[src/rtl/sw_operand_entry.sv]
// sw_operand_entry
//   Conditions two active-low push switches and turns presses into a
//   two-operand entry sequence (edit x, edit y, submit), then offers the
//   (x, y) pair over a valid/ready handshake. The LEDs show an active-low
//   preview of the field being edited.
//
// Ports
//   clk       system clock
//   rst_n     asynchronous active-low reset
//   sw1       raw switch, active-low: increment current field
//   sw2       raw switch, active-low: short = advance/submit, long = clear field
//   x, y      submitted operands, constant while op_valid is high
//   op_valid  pair offered to the consumer
//   op_ready  consumer accepts the pair
//   boardLED  active-low preview: {field select, zero-extended value}
module sw_operand_entry #(
    parameter int W               = 5,
    parameter int DEBOUNCE_CYCLES = 270000,
    parameter int LONG_CYCLES     = 27000000
) (
    input  logic         clk,
    input  logic         rst_n,
    input  logic         sw1,
    input  logic         sw2,
    output logic [W-1:0] x,
    output logic [W-1:0] y,
    output logic         op_valid,
    input  logic         op_ready,
    output logic [5:0]   boardLED
);

    localparam int DCW = $clog2(DEBOUNCE_CYCLES + 1);
    localparam int LCW = $clog2(LONG_CYCLES + 1);
    localparam logic [DCW-1:0] DB_LAST  = DCW'(DEBOUNCE_CYCLES - 1);
    localparam logic [LCW-1:0] LONG_MAX = LCW'(LONG_CYCLES);

    typedef enum logic [1:0] {EDIT_X, EDIT_Y, SEND} state_t;

    logic [1:0] sw_raw;
    logic [1:0] stab;     // debounced levels
    logic [1:0] fall_q;   // one-cycle pulse after a stable 1->0
    logic [1:0] rise_q;   // one-cycle pulse after a stable 0->1

    assign sw_raw = {sw2, sw1};

    // Per-switch synchronizer and debounce. The counter only runs while the
    // synchronized level disagrees with the stable level, so any bounce back
    // to the stable level restarts the count from zero.
    for (genvar i = 0; i < 2; i++) begin : g_sw
        logic [1:0]     sync_q;
        logic [DCW-1:0] cnt_q;
        logic           stab_q;
        logic           fall_pq;
        logic           rise_pq;

        always_ff @(posedge clk or negedge rst_n) begin
            if (!rst_n) begin
                sync_q  <= 2'b11;
                cnt_q   <= '0;
                stab_q  <= 1'b1;
                fall_pq <= 1'b0;
                rise_pq <= 1'b0;
            end else begin
                sync_q  <= {sync_q[0], sw_raw[i]};
                fall_pq <= 1'b0;
                rise_pq <= 1'b0;
                if (sync_q[1] == stab_q) begin
                    cnt_q <= '0;
                end else if (cnt_q == DB_LAST) begin
                    // This edge is the DEBOUNCE_CYCLES-th disagreeing cycle.
                    cnt_q   <= '0;
                    stab_q  <= sync_q[1];
                    fall_pq <= ~sync_q[1];
                    rise_pq <= sync_q[1];
                end else begin
                    cnt_q <= cnt_q + 1'b1;
                end
            end
        end

        assign stab[i]   = stab_q;
        assign fall_q[i] = fall_pq;
        assign rise_q[i] = rise_pq;
    end

    // sw2 hold tracking. long_ev is gated by the stable low level so it can
    // never coincide with the release pulse of the same hold.
    logic [LCW-1:0] hold_q;
    logic           long_seen_q;
    logic           press_ev, long_ev, short_ev;

    assign press_ev = fall_q[0];
    assign long_ev  = !stab[1] && (hold_q == LONG_MAX) && !long_seen_q;
    assign short_ev = rise_q[1] && !long_seen_q;

    always_ff @(posedge clk or negedge rst_n) begin
        if (!rst_n) begin
            hold_q      <= '0;
            long_seen_q <= 1'b0;
        end else begin
            if (stab[1])
                hold_q <= '0;
            else if (hold_q != LONG_MAX)
                hold_q <= hold_q + 1'b1;

            if (rise_q[1])
                long_seen_q <= 1'b0;
            else if (long_ev)
                long_seen_q <= 1'b1;
        end
    end

    state_t         state_q;
    logic [W-1:0]   xw_q, yw_q;
    logic [W-1:0]   xw_d, yw_d;

    // Field updates happen before any transition in the same cycle, so a
    // press coinciding with a short release lands in the field being left.
    always_comb begin
        xw_d = xw_q;
        yw_d = yw_q;
        if (state_q == EDIT_X) begin
            if (long_ev)       xw_d = '0;
            else if (press_ev) xw_d = xw_q + 1'b1;
        end
        if (state_q == EDIT_Y) begin
            if (long_ev)       yw_d = '0;
            else if (press_ev) yw_d = yw_q + 1'b1;
        end
    end

    always_ff @(posedge clk or negedge rst_n) begin
        if (!rst_n) begin
            state_q  <= EDIT_X;
            xw_q     <= '0;
            yw_q     <= '0;
            x        <= '0;
            y        <= '0;
            op_valid <= 1'b0;
        end else begin
            xw_q <= xw_d;
            yw_q <= yw_d;
            case (state_q)
                EDIT_X: if (short_ev) state_q <= EDIT_Y;
                EDIT_Y: begin
                    if (short_ev) begin
                        state_q  <= SEND;
                        x        <= xw_d;
                        y        <= yw_d;
                        op_valid <= 1'b1;
                    end
                end
                SEND: begin
                    if (op_ready) begin
                        state_q  <= EDIT_X;
                        op_valid <= 1'b0;
                    end
                end
                default: state_q <= EDIT_X;
            endcase
        end
    end

    // Preview lags the working registers by one edge.
    always_ff @(posedge clk or negedge rst_n) begin
        if (!rst_n) begin
            boardLED <= 6'b111111;
        end else begin
            case (state_q)
                EDIT_X:  boardLED <= ~{1'b0, 5'(xw_q)};
                EDIT_Y:  boardLED <= ~{1'b1, 5'(yw_q)};
                default: boardLED <= 6'b000000;
            endcase
        end
    end

endmodule
[config.mk]
export PLATFORM = sky130hd
export DESIGN_NAME = sw_operand_entry
export DESIGN_NICKNAME = d
export VERILOG_FILES = /design/src/rtl/sw_operand_entry.sv
export SDC_FILE = /design/constraint.sdc
export NUM_CORES = 1
export LEC_CHECK = 0
export BUFFER_PORTS_ARGS = -buffer_cell sky130_fd_sc_hd__buf_2
export CAP_MARGIN = 20
export CELL_PAD_IN_SITES_DETAIL_PLACEMENT = 0
export CELL_PAD_IN_SITES_GLOBAL_PLACEMENT = 1
export CORE_MARGIN = 2
export CORE_UTILIZATION = 40
export CTS_BUF_LIST = sky130_fd_sc_hd__clkbuf_8
export CTS_CLUSTER_DIAMETER = 200
export DETAILED_ROUTE_END_ITERATION = 10
export PLACE_DENSITY_LB_ADDON = 0.1
export SYNTH_ARGS = -nofsm -noshare
export SYNTH_HDL_FRONTEND = slang
export SYNTH_SLANG_ARGS = --single-unit
[constraint.sdc]
create_clock -name clk -period 5.2 [get_ports clk]
set_input_delay 1.04 -clock clk [delete_from_list [all_inputs] [get_ports clk]]
set_output_delay 1.04 -clock clk [all_outputs]
set_load 0.005 [all_outputs]
======== Word level (Yosys, flattened, before mapping) ========
Index checks and enable logic that the tools add are counted.
W data, S select, Z words.
storage, ports and cells
  register bits after elaboration ......... 101
  bits in latches ......................... 0
  RAM bits ................................ 0
  bits in read-only memories .............. 0
  input bits .............................. 5
  output and inout bits ................... 17
  memories kept ........................... 0
operators by class
  $add $sub $neg .......................... 5
  $mul .................................... 0
  div/mod/pow operators ................... 0
  magnitude comparators ................... 0
  equality and inequality tests ........... 11
  shift-type cells ........................ 0
  mux-type cells .......................... 26
  bitwise operators ....................... 5
  reduce and logical (&&, ||, !) cells .... 14
operators by type and width
  kind                     number
  $mux W19                 4
  $mux W25                 2
  $add A19 B1 Y19 const B  2
  $eq A19 B19 Y1 const B   2
  $mux W5                  6
  $add A25 B1 Y25 const B  1
  $eq A25 B25 Y1 const B   1
  $ne A25 B25 Y1 const B   1
  $pmux W6 S2              1
  $add A5 B1 Y5 const B    2
  $mux W1                  8
  $mux W2                  3
  $ne A2 B2 Y1 const B     3
  $not A5 Y6               1
  $not A6 Y6               1
  $pmux W2 S3              1
  $reduce_and A2 Y1        3
  $reduce_and A3 Y1        2
  $reduce_bool A2 Y1       3
  $logic_and A1 B1 Y1      3
  $not A1 Y1               3
  $eq A1 B1 Y1             2
  $eq A2 B1 Y1 const B     1
  $eq A2 B2 Y1 const B     1
  other kinds (3)          4

======== Logic depth before layout (Yosys ltp) ========
Gate-level depths: netlist of the first run.
  depth in word-level cells ............... 5
  gate-level depth with buffers ........... 7
  depth with buffers taken out ............ 6

======== Least setup slack after synthesis of the first run ========
OpenSTA, ideal clock, no wires.
  path type ............................... register -> register
  from .................................... register g_sw[1].cnt_q[14]
  to ...................................... register g_sw[1].cnt_q[10]
  setup time .............................. 0.119 ns
  arrival time ............................ 1.743 ns
  data required time ...................... 5.081 ns
  slack ................................... 3.338 ns
  cell stages (with the launch flop) ...... 6
  clock period less this slack ............ 1.862 ns
  path through ............................ dfrtp_1 -> or4b_2 -> nor3_1 -> a31o_2 -> buf_4 -> nor2_1
between the ends
  longest elaborated chain between the ends .. 3
RTL lines
  item                    line  RTL
  start, declared         51    logic [DCW-1:0] cnt_q;
  start signal, assigned  76    cnt_q <= cnt_q + 1'b1;
  $eq A19 B19 Y1          69    end else if (cnt_q == DB_LAST) begin
  $mux W19                69
  $mux W19                67    if (sync_q[1] == stab_q) begin
No other way between the ends.
A chain may end at the register's enable or synchronous reset.

======== Final worst setup path of the first run ========
  from .................................... register hold_q[2]
  to ...................................... register hold_q[24]
between the ends
  longest elaborated chain between the ends .. 3
RTL lines
  item                    line  RTL
  start, declared         88    logic [LCW-1:0] hold_q;
  start signal, assigned  104   hold_q <= hold_q + 1'b1;
  $add A25 B1 Y25         104
  $mux W25                103   else if (hold_q != LONG_MAX)
  $mux W25                101   if (stab[1])
Several ways; a longest one is shown, not always the timed one. The select of a mux whose other input is x is not followed.

==> results of run 1 <==
==> cell usage after synthesis, drive strengths merged, types with 4 or more instances <==
cell type	instances	area share (%)
and4	6	1.1
xnor2	28	5.0
dfrtp	89	46
a211oi	5	0.77
or3	4	0.62
nand4	26	3.3
nor2b	7	0.90
buf	6	0.72
xor2	22	4.0
nor4	13	1.7
and3	5	0.64
dfstp	12	6.5
o21ai	12	1.2
a21oi	16	1.6
nand3	27	2.9
ha	6	1.5
nand2	25	1.9
o31ai	16	2.8
clkbuf	14	1.1
inv	15	1.2
and2	4	0.51
nor3b	4	0.62
nor2	66	5.1
nor3	14	1.4
or4	11	1.7
==> cell families (layout without fill, tap and decap cells) <==
family	count (synthesis)	in the layout
xor gates and xnor gates	50	50
muxes	5	5
buffers and inverters	35	53
AOI/OAI and AO/OA	58	58
adders and majority gates	6	6
and+or+nand+nor	225	225
DFF	101	101
==> sequential cells by signal, indices dropped and copies added (netlist names) <==
name / flops
y: 5
hold_q: 25
x: 5
g_sw.cnt_q: 38
xw_q: 5
state_q: 2
g_sw.stab_q: 2
g_sw.fall_pq: 1
op_valid: 1
boardLED: 6
long_seen_q: 1
g_sw.rise_pq: 1
g_sw.sync_q: 4
yw_q: 5
==> routing by layer <==
layer	up-vias	GRT usage, %	wire length (um)
met4	0	6.179	166
met5	-	0	0
met3	13	3.970	278
met2	42	25.83	4515
li1	1752	-	-
met1	1679	22.53	4867
==> power by group through the flow <==
stage | Combinational (mW) | Clock, mW | Sequential, mW
floorplan | 0.0113 | 0 | 0.812
global placement | 0.0321 | 0 | 0.812
detailed placement | 0.0335 | 0 | 0.813
CTS | 0.0336 | 0.537 | 0.798
global route | 0.0377 | 0.567 | 0.799
finish | 0.0315 | 0.510 | 0.797
==> worst paths after layout <==
check | start | endpoint
setup / recovery | hold_q[2] | hold_q[24]
hold / removal | g_sw[0].sync_q[0] | g_sw[0].sync_q[1]
setup reg to reg | hold_q[2] | hold_q[24]
hold reg to reg | g_sw[0].sync_q[0] | g_sw[0].sync_q[1]
max in group asynchronous | rst_n | g_sw[0].sync_q[1]
min in group asynchronous | rst_n | hold_q[17]
==> critical path: cells and delay by family, from the launching register on <==
family          cells  cell delay [ps]
simple gates        3             1580
compound gates      1              150
flops               1              500
==> through the flow <==
step                      utilization, %  hold slack (ps)  instance area [um2]  cells  worst slack (ps)
after CTS                          44.25            362.9                 5271    645              2938
after floorplan                        -            345.2                 4861    480              3338
after global placement             42.57            347.8                 5071    629              2959
after global routing               44.25            370.9                 5271    645              2663
final                              44.25            362.6                 5271    645              2883
after detailed placement           42.57            348.1                 5071    629              2946
==> area by class of cell <==
cell class | count | area [um2] | area share [%]
multi-input cells | 344 | 2173 | 41.23
clock buffers | 10 | 137.6 | 2.611
well taps | 147 | 183.9 | 3.489
inverters | 15 | 56.30 | 1.068
flip-flops and latches | 101 | 2542 | 48.23
repair buffers | 22 | 115.1 | 2.184
clock inverters | 6 | 62.56 | 1.187
==> impl_metrics.env, run 1 <==
export IMPL_status="complete, no violations"
export IMPL_synth_cells=480
export IMPL_die_area_um2=13050
export IMPL_holdPathStages=0
export IMPL_syn_cell_area_um2=4861
export IMPL_grt_antenna_before_repair=0
export IMPL_ctsRootBufferMaster="sky130_fd_sc_hd__clkbuf_8"
export IMPL_grt_pass1_vias=3436
export IMPL_antennaDiodeCount=0
export IMPL_cellPowerDensity_nw_per_um2=254.0
export IMPL_final_setup_skew_ps=13.21
export IMPL_grt_ovfl_total=0
export IMPL_worst_r2r_setup_slack_ps=2880
export IMPL_maximum_achievable_frequency_mhz=431.6
export IMPL_power_switching_mw=0.3043
export IMPL_max_stage_delay_ps=650
export IMPL_cts_htree_levels=3
export IMPL_p_int_mw=1.035
export IMPL_design_power_total_mw=1.339
export IMPL_worst_ep_arrival_time_ps=2620
export IMPL_drc_errors=0
export IMPL_tritoncts="built"
export IMPL_synthXorXnorAreaFrac_pct=9.009
export IMPL_max_cap_violations=0
export IMPL_cts_post_setup_buffers_inserted=0
export IMPL_synthAdderAreaFrac_pct=1.544
export IMPL_worst_pin_slew_ps=804.5
export IMPL_synth_seq_area_share_pct=52.30
export IMPL_synth_top_flop_cell="sky130_fd_sc_hd__dfrtp_1"
export IMPL_synth_cell_types=51
export IMPL_first_pass_grt_wire_length_mm=17.11
export IMPL_clock_path_buffers=2
export IMPL_period_needed_ps=2317
export IMPL_worstSkewPairLatency_ps=380
export IMPL_synth_seq_cells=101
export IMPL_vias_per_cell=5.405
export IMPL_grt_max_degree=64
export IMPL_synthesized_area_fraction_occupied_by_ao_oa_aoi_and_oai_cells_pct=8.082
export IMPL_rsz0062_at_grt="false"
export IMPL_worstSetupPathType="reg2reg"
export IMPL_crit_path_cell_trace="and4_1, nand4b_1, or4_1, a21oi_1"
export IMPL_proportion_of_layout_cells_with_a_drive_suffix_above_1_pct=12.05
export IMPL_leakagePower_nw=2.174
export IMPL_die_w_um=114.2
export IMPL_setup_tns_ps=0
export IMPL_via_count=3486
export IMPL_synth_mux_area_share_pct=1.184
export IMPL_drt_wirelength_per_cell_um=15.24
export IMPL_synth_top_family_by_area="simple AND/OR/NAND/NOR gates"
export IMPL_nets=504
export IMPL_fillCellCount=1167
export IMPL_synth_edff_count=0
export IMPL_mostFrequentLayoutCells="sky130_fd_sc_hd__dfrtp_1, sky130_fd_sc_hd__nor2_1, sky130_fd_sc_hd__xnor2_1, sky130_fd_sc_hd__nand4_1, sky130_fd_sc_hd__nand3_1"
export IMPL_element_type_at_the_critical_path_start="register"
export IMPL_share_clk_of_total_power_pct=38.1
export IMPL_core_area_um2=11910
export IMPL_timing_critical_path_to_type="register"
export IMPL_wl_mm=9.827
export IMPL_share_seq_of_total_power_pct=59.6
export IMPL_comb_power_share_pct=2.3
export IMPL_synth_yosys_warnings=0
export IMPL_yosys_area_share_simple_pct=24.89
export IMPL_cts_clock_pin_slew_for_the_worst_setup_and_hold_paths_ps=100
export IMPL_ctsHoldBuffers=0
export IMPL_gp_congestion=0.7869
export IMPL_area_delta_synth_final_pct=8.443
export IMPL_worstPathMaxFanout=17
export IMPL_gr_usage_all_layers_pct=16.56
export IMPL_worst_reg_to_reg_path_cell_count=4
export IMPL_die_y_um=114.2
export IMPL_tritoncts_num_buffers=9
export IMPL_holdCritPathClass="reg2reg"
export IMPL_num_rows=40
export IMPL_final_period_utilization_pct=44.55
export IMPL_detailed_place_hpwl_mm=6.585
export IMPL_post_synth_cell_area_avg_um2=10.13
export IMPL_slew_headroom_pct=46.37
export IMPL_final_setup_viol_count=0
export IMPL_top_level_ports=22
export IMPL_power_share_switching_pct=22.72
export IMPL_floorplan_initialDensity_pct=40.81
export IMPL_drt_pre_antenna_iters=4
export IMPL_port_buffers=21
export IMPL_timing_final_hold_violations=0
export IMPL_worst_ir_drop_vdd_mv=0.1343
export IMPL_antenna_violating_nets_post_route=0
export IMPL_share_of_synthesized_registers_carrying_an_async_set_or_reset_pct=100.0
export IMPL_postCtsResizedCells=0
export IMPL_crit_path_top_delay_cell="sky130_fd_sc_hd__or4_1"
export IMPL_clock_sink_count=101
export IMPL_report_final_slew_viol_count=0
export IMPL_worst_ep_required_time_ps=5500
export IMPL_most_common_cell_after_layout_fill_and_taps_aside="sky130_fd_sc_hd__dfrtp_1"
export IMPL_violation_count_after_the_first_detailed_route_iteration=235
export IMPL_syn_nets=491
Power figures use the tool's default switching activity.
==> inputs of run 2 (changes only) <==
==> constraint.sdc (replaced) <==
create_clock -name clk -period 2.3 [get_ports clk]
set_input_delay 0.46 -clock clk [delete_from_list [all_inputs] [get_ports clk]]
set_output_delay 0.46 -clock clk [all_outputs]
set_load 0.005 [all_outputs]
==> run 2 against run 1 <==
Compared with the run above:
- sequential share of layout area decreased by 1.3 points
- non-clock buffer count increased by 13
- first-iteration DRC count is 18% lower
- cell area rose by 2.7%
- clock skew shrank 5.1 ps
- clock power is 140% higher
- largest cell class unchanged
- highest routed layer unchanged
==> impl_metrics.env, run 2 (synthesis gave the netlist of run 1 again) <==
export IMPL_final_setup_viol_count=0
export IMPL_tritoncts_num_buffers=9
export IMPL_finish_cell_count_without_fillers=658
export IMPL_drt_pre_antenna_iters=4
export IMPL_cts_htree_levels=3
export IMPL_clock_path_buffers=2
export IMPL_ctsHoldBuffers=0
export IMPL_status="complete, no violations"
export IMPL_period_needed_ps=2016
export IMPL_die_w_um=114.2
export IMPL_gr_usage_all_layers_pct=16.82
export IMPL_antenna_violating_nets_post_route=0
export IMPL_post_place_cells=642
export IMPL_max_cap_violations=0
export IMPL_mostFrequentLayoutCells="sky130_fd_sc_hd__dfrtp_1, sky130_fd_sc_hd__nor2_1, sky130_fd_sc_hd__xnor2_1, sky130_fd_sc_hd__nand4_1, sky130_fd_sc_hd__nand3_1"
export IMPL_worstSetupPathType="reg2reg"
export IMPL_top_registers="g_sw.cnt_q: 38 flops, hold_q: 25 flops, boardLED: 6 flops"
export IMPL_dp_worst_setup_slack_ps=303.7
export IMPL_r2r_start="g_sw[1].cnt_q[14]"
export IMPL_worstPathMaxFanout=16
export IMPL_leakagePower_nw=2.256
export IMPL_postLayoutSetupSlackWorst_ps=283.8
export IMPL_most_common_cell_after_layout_fill_and_taps_aside="sky130_fd_sc_hd__dfrtp_1"
export IMPL_vias_per_cell=5.433
export IMPL_tritoncts="built"
export IMPL_largest_register="g_sw.cnt_q"
export IMPL_maxUsedRoutingLayer="met4"
export IMPL_postCtsResizedCells=0
export IMPL_element_type_at_the_critical_path_start="register"
export IMPL_post_route_util_pct=45.46
export IMPL_detailed_place_hpwl_mm=6.800
export IMPL_grt_antenna_before_repair=0
export IMPL_via_count=3575
export IMPL_grt_ovfl_total=0
export IMPL_worst_reg_to_reg_path_cell_count=4
export IMPL_design_power_total_mw=3.112
export IMPL_met3WireLength_um=295
export IMPL_holdCritPathClass="in2async"
export IMPL_worst_pin_slew_ps=651.8
export IMPL_maximum_achievable_frequency_mhz=496.0
export IMPL_core_area_um2=11910
export IMPL_worst_r2r_setup_slack_ps=280
export IMPL_cts_post_setup_buffers_inserted=0
export IMPL_proportion_of_layout_cells_with_a_drive_suffix_above_1_pct=14.48
export IMPL_timing_final_hold_violations=0
export IMPL_nets=517
export IMPL_top_level_ports=22
export IMPL_die_y_um=114.2
export IMPL_met1_length_mm=4.915
export IMPL_multi_input_area_um2=2173
export IMPL_die_area_um2=13050
export IMPL_clock_sink_count=101
export IMPL_area_delta_synth_final_pct=11.40
export IMPL_first_pass_grt_wire_length_mm=17.31
export IMPL_fillCellCount=1146
export IMPL_drc_errors=0
export IMPL_rsz0062_at_grt="false"
export IMPL_worst_ir_drop_vdd_mv=0.3398
export IMPL_wl_mm=9.989
export IMPL_slew_headroom_pct=56.14
export IMPL_regToRegEndpoint="g_sw[1].cnt_q[16]"
export IMPL_largest_register_ffs=38
export IMPL_ctsRootBufferMaster="sky130_fd_sc_hd__clkbuf_8"
export IMPL_drt_wirelength_per_cell_um=15.18
export IMPL_num_rows=40
export IMPL_timing_critical_path_to_type="register"
export IMPL_gp_congestion=0.7679
export IMPL_worstSkewPairLatency_ps=380
export IMPL_met2_length_mm=4.630
export IMPL_floorplan_initialDensity_pct=40.81
export IMPL_violation_count_after_the_first_detailed_route_iteration=192
export IMPL_report_final_slew_viol_count=0
export IMPL_setup_tns_ps=0
export IMPL_final_setup_skew_ps=8.069
export IMPL_cellPowerDensity_nw_per_um2=574.7
export IMPL_antennaDiodeCount=0
export IMPL_worst_ep_arrival_time_ps=2270
export IMPL_grt_pass1_vias=3533
export IMPL_port_buffers=21
export IMPL_worst_ep_required_time_ps=2560
export IMPL_cts_clock_pin_slew_for_the_worst_setup_and_hold_paths_ps=100
export IMPL_final_period_utilization_pct=87.66
export IMPL_area_sequential_um2=2542
export IMPL_grt_max_degree=36
run 2: cell count changes in the layout (fill, tap and decap cells not counted), sizes merged:
| cell | before | now |
|---|---|---|
| inv | 18 | 16 |
| clkbuf | 10 | 13 |
| clkinvlp | 1 | 0 |
| buf | 22 | 35 |
run 2: final cells by class:
class                   instances  share of cell area (%)
flip-flops and latches        101                   46.95
clock inverters                 3                  0.7856
clock buffers                  13                   3.304
multi-input cells             344                   40.13
repair buffers                 35                   4.390
well taps                     147                   3.396
inverters                      15                   1.040
run 2: report_power, final:
part	switching, mW	internal [mW]
clock network	0.610	0.621
registers	0.0123	1.79
logic	0.0552	0.0230
run 2: worst max-delay path by stage:
stage                 startpoint           endpoint  depth (start not counted)
2_1_floorplan  g_sw[1].cnt_q[14]  g_sw[1].cnt_q[11]                          5
3_3_place_gp   g_sw[1].cnt_q[14]  g_sw[1].cnt_q[12]                          4
3_5_place_dp   g_sw[1].cnt_q[14]   g_sw[1].cnt_q[4]                          4
4_1_cts        g_sw[1].cnt_q[14]  g_sw[1].cnt_q[16]                          4
5_1_grt        g_sw[1].cnt_q[14]   g_sw[1].cnt_q[3]                          4
6_report       g_sw[1].cnt_q[14]  g_sw[1].cnt_q[16]                          4
run 2: worst max-delay path, cell delays in order (launching register included):
cell and delay (ps):
sky130_fd_sc_hd__dfrtp_1 430, sky130_fd_sc_hd__or4b_2 670, sky130_fd_sc_hd__nor3_1 280, sky130_fd_sc_hd__a31o_2 430, sky130_fd_sc_hd__nor2_1 90
run 2: per-stage QoR:
step	hold slack, ps	instance area [um2]
after floorplan	164.4	4861
after global placement	348.3	5194
after detailed placement	350.6	5194
after CTS	31.82	5415
after global routing	44.29	5415
final	23.90	5415
run 2: metal layers:
| layer | up-vias | track usage (%) |
|---|---|---|
| li1 | 1767 | - |
| met1 | 1756 | 21.92 |
| met2 | 41 | 27.10 |
| met3 | 11 | 4.606 |
| met4 | 0 | 5.854 |
| met5 | - | 0 |
==> inputs of run 3 (changes only) <==
--- a/config.mk
+++ b/config.mk
@@ -5,6 +5,7 @@
 export SDC_FILE = /design/constraint.sdc
 export NUM_CORES = 1
 export LEC_CHECK = 0
+export ABC_AREA = 1
 export BUFFER_PORTS_ARGS = -buffer_cell sky130_fd_sc_hd__buf_2
 export CAP_MARGIN = 20
 export CELL_PAD_IN_SITES_DETAIL_PLACEMENT = 0
==> run 3 against run 2 <==
Compared with the run above:
- count of clock-buffer cells in the layout down 2
- hold slack worse by 2.8 ps
- sequential share of layout area down 3.1 points
- cell area up 7.1%
- critical path type unchanged
- highest routed layer unchanged
==> impl_metrics.env, run 3 <==
export IMPL_status="complete, no violations"
export IMPL_drc_errors=0
export IMPL_cts_htree_levels=3
export IMPL_final_period_utilization_pct=75.41
export IMPL_gr_usage_all_layers_pct=17.62
export IMPL_worstPathMaxFanout=6
export IMPL_drt_wirelength_per_cell_um=13.26
export IMPL_final_setup_skew_ps=9.634
export IMPL_worst_ep_required_time_ps=2570
export IMPL_post_route_util_pct=44.34
export IMPL_post_synth_cell_area_avg_um2=8.112
export IMPL_clock_sink_count=101
export IMPL_maximum_achievable_frequency_mhz=576.6
export IMPL_holdCritPathClass="in2async"
export IMPL_grt_max_degree=60
export IMPL_mostFrequentLayoutCells="sky130_fd_sc_hd__nand2_1, sky130_fd_sc_hd__nor2_1, sky130_fd_sc_hd__dfrtp_1, sky130_fd_sc_hd__inv_1, sky130_fd_sc_hd__nand3_1"
export IMPL_die_area_um2=14160
export IMPL_wl_mm=11.42
export IMPL_worstSkewPairLatency_ps=370
export IMPL_clock_path_buffers=2
export IMPL_tritoncts="built"
export IMPL_share_clk_of_total_power_pct=36.0
export IMPL_r2r_start="hold_q[0]"
export IMPL_dpl_instance_area_um2=5622
export IMPL_period_needed_ps=1734
export IMPL_share_seq_of_total_power_pct=61.3
export IMPL_synth_cell_types=41
export IMPL_slew_headroom_pct=70.54
export IMPL_share_of_synthesized_registers_carrying_an_async_set_or_reset_pct=100.0
export IMPL_met3WireLength_um=279
export IMPL_antennaDiodeCount=0
export IMPL_cts_clock_pin_slew_for_the_worst_setup_and_hold_paths_ps=100
export IMPL_via_count=4225
export IMPL_synth_seq_area_share_pct=48.07
export IMPL_syn_cell_area_um2=5289
export IMPL_power_share_switching_pct=23.27
export IMPL_max_cap_violations=0
export IMPL_vias_per_cell=4.907
export IMPL_synth_largest_area_cell="sky130_fd_sc_hd__dfrtp_1"
export IMPL_timing_critical_path_to_type="register"
export IMPL_comb_power_share_pct=2.7
export IMPL_crit_family="simple AND/OR/NAND/NOR gates"
export IMPL_core_area_um2=13090
export IMPL_grt_antenna_before_repair=0
export IMPL_cts_post_setup_buffers_inserted=0
export IMPL_ctsHoldBuffers=0
export IMPL_critical_path_top_cell_by_count="sky130_fd_sc_hd__nand2_1"
export IMPL_num_rows=42
export IMPL_power_switching_mw=0.6843
export IMPL_crit_path_top_delay_cell="sky130_fd_sc_hd__dfrtp_1"
export IMPL_synth_edff_count=0
export IMPL_tritoncts_num_buffers=9
export IMPL_startpoint="hold_q[0]"
export IMPL_drt_pre_antenna_iters=4
export IMPL_synth_yosys_warnings=0
export IMPL_number_of_buffers_and_inverters_on_the_critical_path=2
export IMPL_met1_length_mm=5.661
export IMPL_grt_ovfl_total=0
export IMPL_nets=691
export IMPL_worst_pin_slew_ps=441.9
export IMPL_largest_register="g_sw.cnt_q"
export IMPL_final_setup_viol_count=0
export IMPL_port_buffers=21
export IMPL_report_final_slew_viol_count=0
export IMPL_post_synth_main_area_contributors="sky130_fd_sc_hd__dfrtp_1, sky130_fd_sc_hd__nand2_1, sky130_fd_sc_hd__nor2_1"
export IMPL_crit_path_cell_trace="inv_1, ha_1, nand2_1, inv_1, nand2_1, nor2_1, nand2_1, nor2_4, nand4_2, nand3_1, nand2_1"
export IMPL_leakagePower_nw=2.669
export IMPL_fillCellCount=1319
export IMPL_gp_congestion=0.8970
export IMPL_cellPowerDensity_nw_per_um2=506.9
export IMPL_proportion_of_layout_cells_with_a_drive_suffix_above_1_pct=14.16
export IMPL_rsz0062_at_grt="false"
export IMPL_max_stage_delay_ps=440
export IMPL_most_common_cell_after_layout_fill_and_taps_aside="sky130_fd_sc_hd__nand2_1"
export IMPL_count_leader_synth="sky130_fd_sc_hd__nand2_1"
export IMPL_largest_register_ffs=38
export IMPL_postCtsResizedCells=0
export IMPL_maxUsedRoutingLayer="met4"
export IMPL_top_registers="g_sw.cnt_q: 38 flops, hold_q: 25 flops, boardLED: 6 flops"
export IMPL_die_w_um=119.0
export IMPL_violation_count_after_the_first_detailed_route_iteration=272
export IMPL_setup_tns_ps=0
export IMPL_detailed_place_hpwl_mm=8.513
export IMPL_worstSetupPathType="reg2reg"
export IMPL_element_type_at_the_critical_path_start="register"
export IMPL_final_hold_worst_slack_ps=21.11
export IMPL_synth_cells=652
export IMPL_met2_length_mm=5.285
export IMPL_yosys_top_cells_count="sky130_fd_sc_hd__nand2_1, sky130_fd_sc_hd__nor2_1, sky130_fd_sc_hd__dfrtp_1"
export IMPL_first_pass_grt_wire_length_mm=19.89
export IMPL_synth_seq_cells=101
export IMPL_worst_ep_arrival_time_ps=2010
export IMPL_synth_largest_type_area_fraction_pct=42.11
export IMPL_multi_input_area_um2=2416
export IMPL_synth_top_flop_cell="sky130_fd_sc_hd__dfrtp_1"
export IMPL_syn_nets=663
export IMPL_post_route_cell_area_um2=5802
export IMPL_area_delta_synth_final_pct=9.699
export IMPL_floorplan_initialDensity_pct=40.42
export IMPL_top_level_ports=22
export IMPL_area_sequential_um2=2542
export IMPL_p_int_mw=2.257
export IMPL_antenna_violating_nets_post_route=0
export IMPL_grt_pass1_vias=4032
export IMPL_die_y_um=119.0
export IMPL_worst_ir_drop_vdd_mv=0.3725
export IMPL_timing_final_hold_violations=0
export IMPL_ctsRootBufferMaster="sky130_fd_sc_hd__clkbuf_8"
run 3: cell count changes in the layout (fill, tap and decap cells not counted), sizes merged, moves of 15 or more:
cell   before  now
inv        16   79
nand2      25  142
nand3      27   42
nor2       66  125
o31ai      16    1
xnor2      28    8
run 3: layout make-up:
cell class              instances  area share, %
clock buffers                  11          2.609
well taps                     176          3.796
flip-flops and latches        101          43.82
inverters                      78          5.046
clock inverters                 5         0.4960
repair buffers                 25          2.588
multi-input cells             465          41.64
run 3: kinds of logic after synthesis:
group           after synthesis  synth area share, %
simple gates                377                33.97
fa+ha+maj                     6                1.419
compound gates               53                5.489
buf+inv                      86                6.245
xor+xnor                     29                4.803
flops                       101                48.07
run 3: worst paths after layout:
kind | to | slack (ps) | cells after the start
worst max-delay path | y[3] | 570 | 11
worst min-delay path | hold_q[15] | 20 | 1
worst max register to register | y[3] | 570 | 11
worst min register to register | g_sw[0].sync_q[1] | 370 | 0
max in group asynchronous | g_sw[0].stab_q | 1590 | 2
min in group clk | g_sw[0].sync_q[0] | 170 | 1
run 3: routing by layer:
layer	track usage, %	vias to the layer above
li1	-	2157
met2	27.69	51
met1	24.25	2003
met5	0	-
met3	4.454	14
met4	4.836	0
run 3: power by group through the flow:
stage                     combinational, mW  clock, mW  sequential (mW)
after global routing                 0.0939       1.19             1.81
after global placement               0.0828          0             1.84
final                                0.0788       1.06             1.80
after CTS                            0.0837       1.11             1.80
after detailed placement             0.0833          0             1.84
after floorplan                      0.0268          0             1.83
run 3: per-stage QoR:
| step | cells | power (mW) | worst slack, ps |
|---|---|---|---|
| 6_report | 861 | 2.941 | 565.6 |
| 3_5_place_dp | 845 | 1.920 | 563.0 |
| 3_3_place_gp | 845 | 1.919 | 609.0 |
| 2_1_floorplan | 652 | 1.862 | 779.6 |
| 5_1_grt | 861 | 3.090 | 369.6 |
| 4_1_cts | 861 | 2.993 | 551.6 |
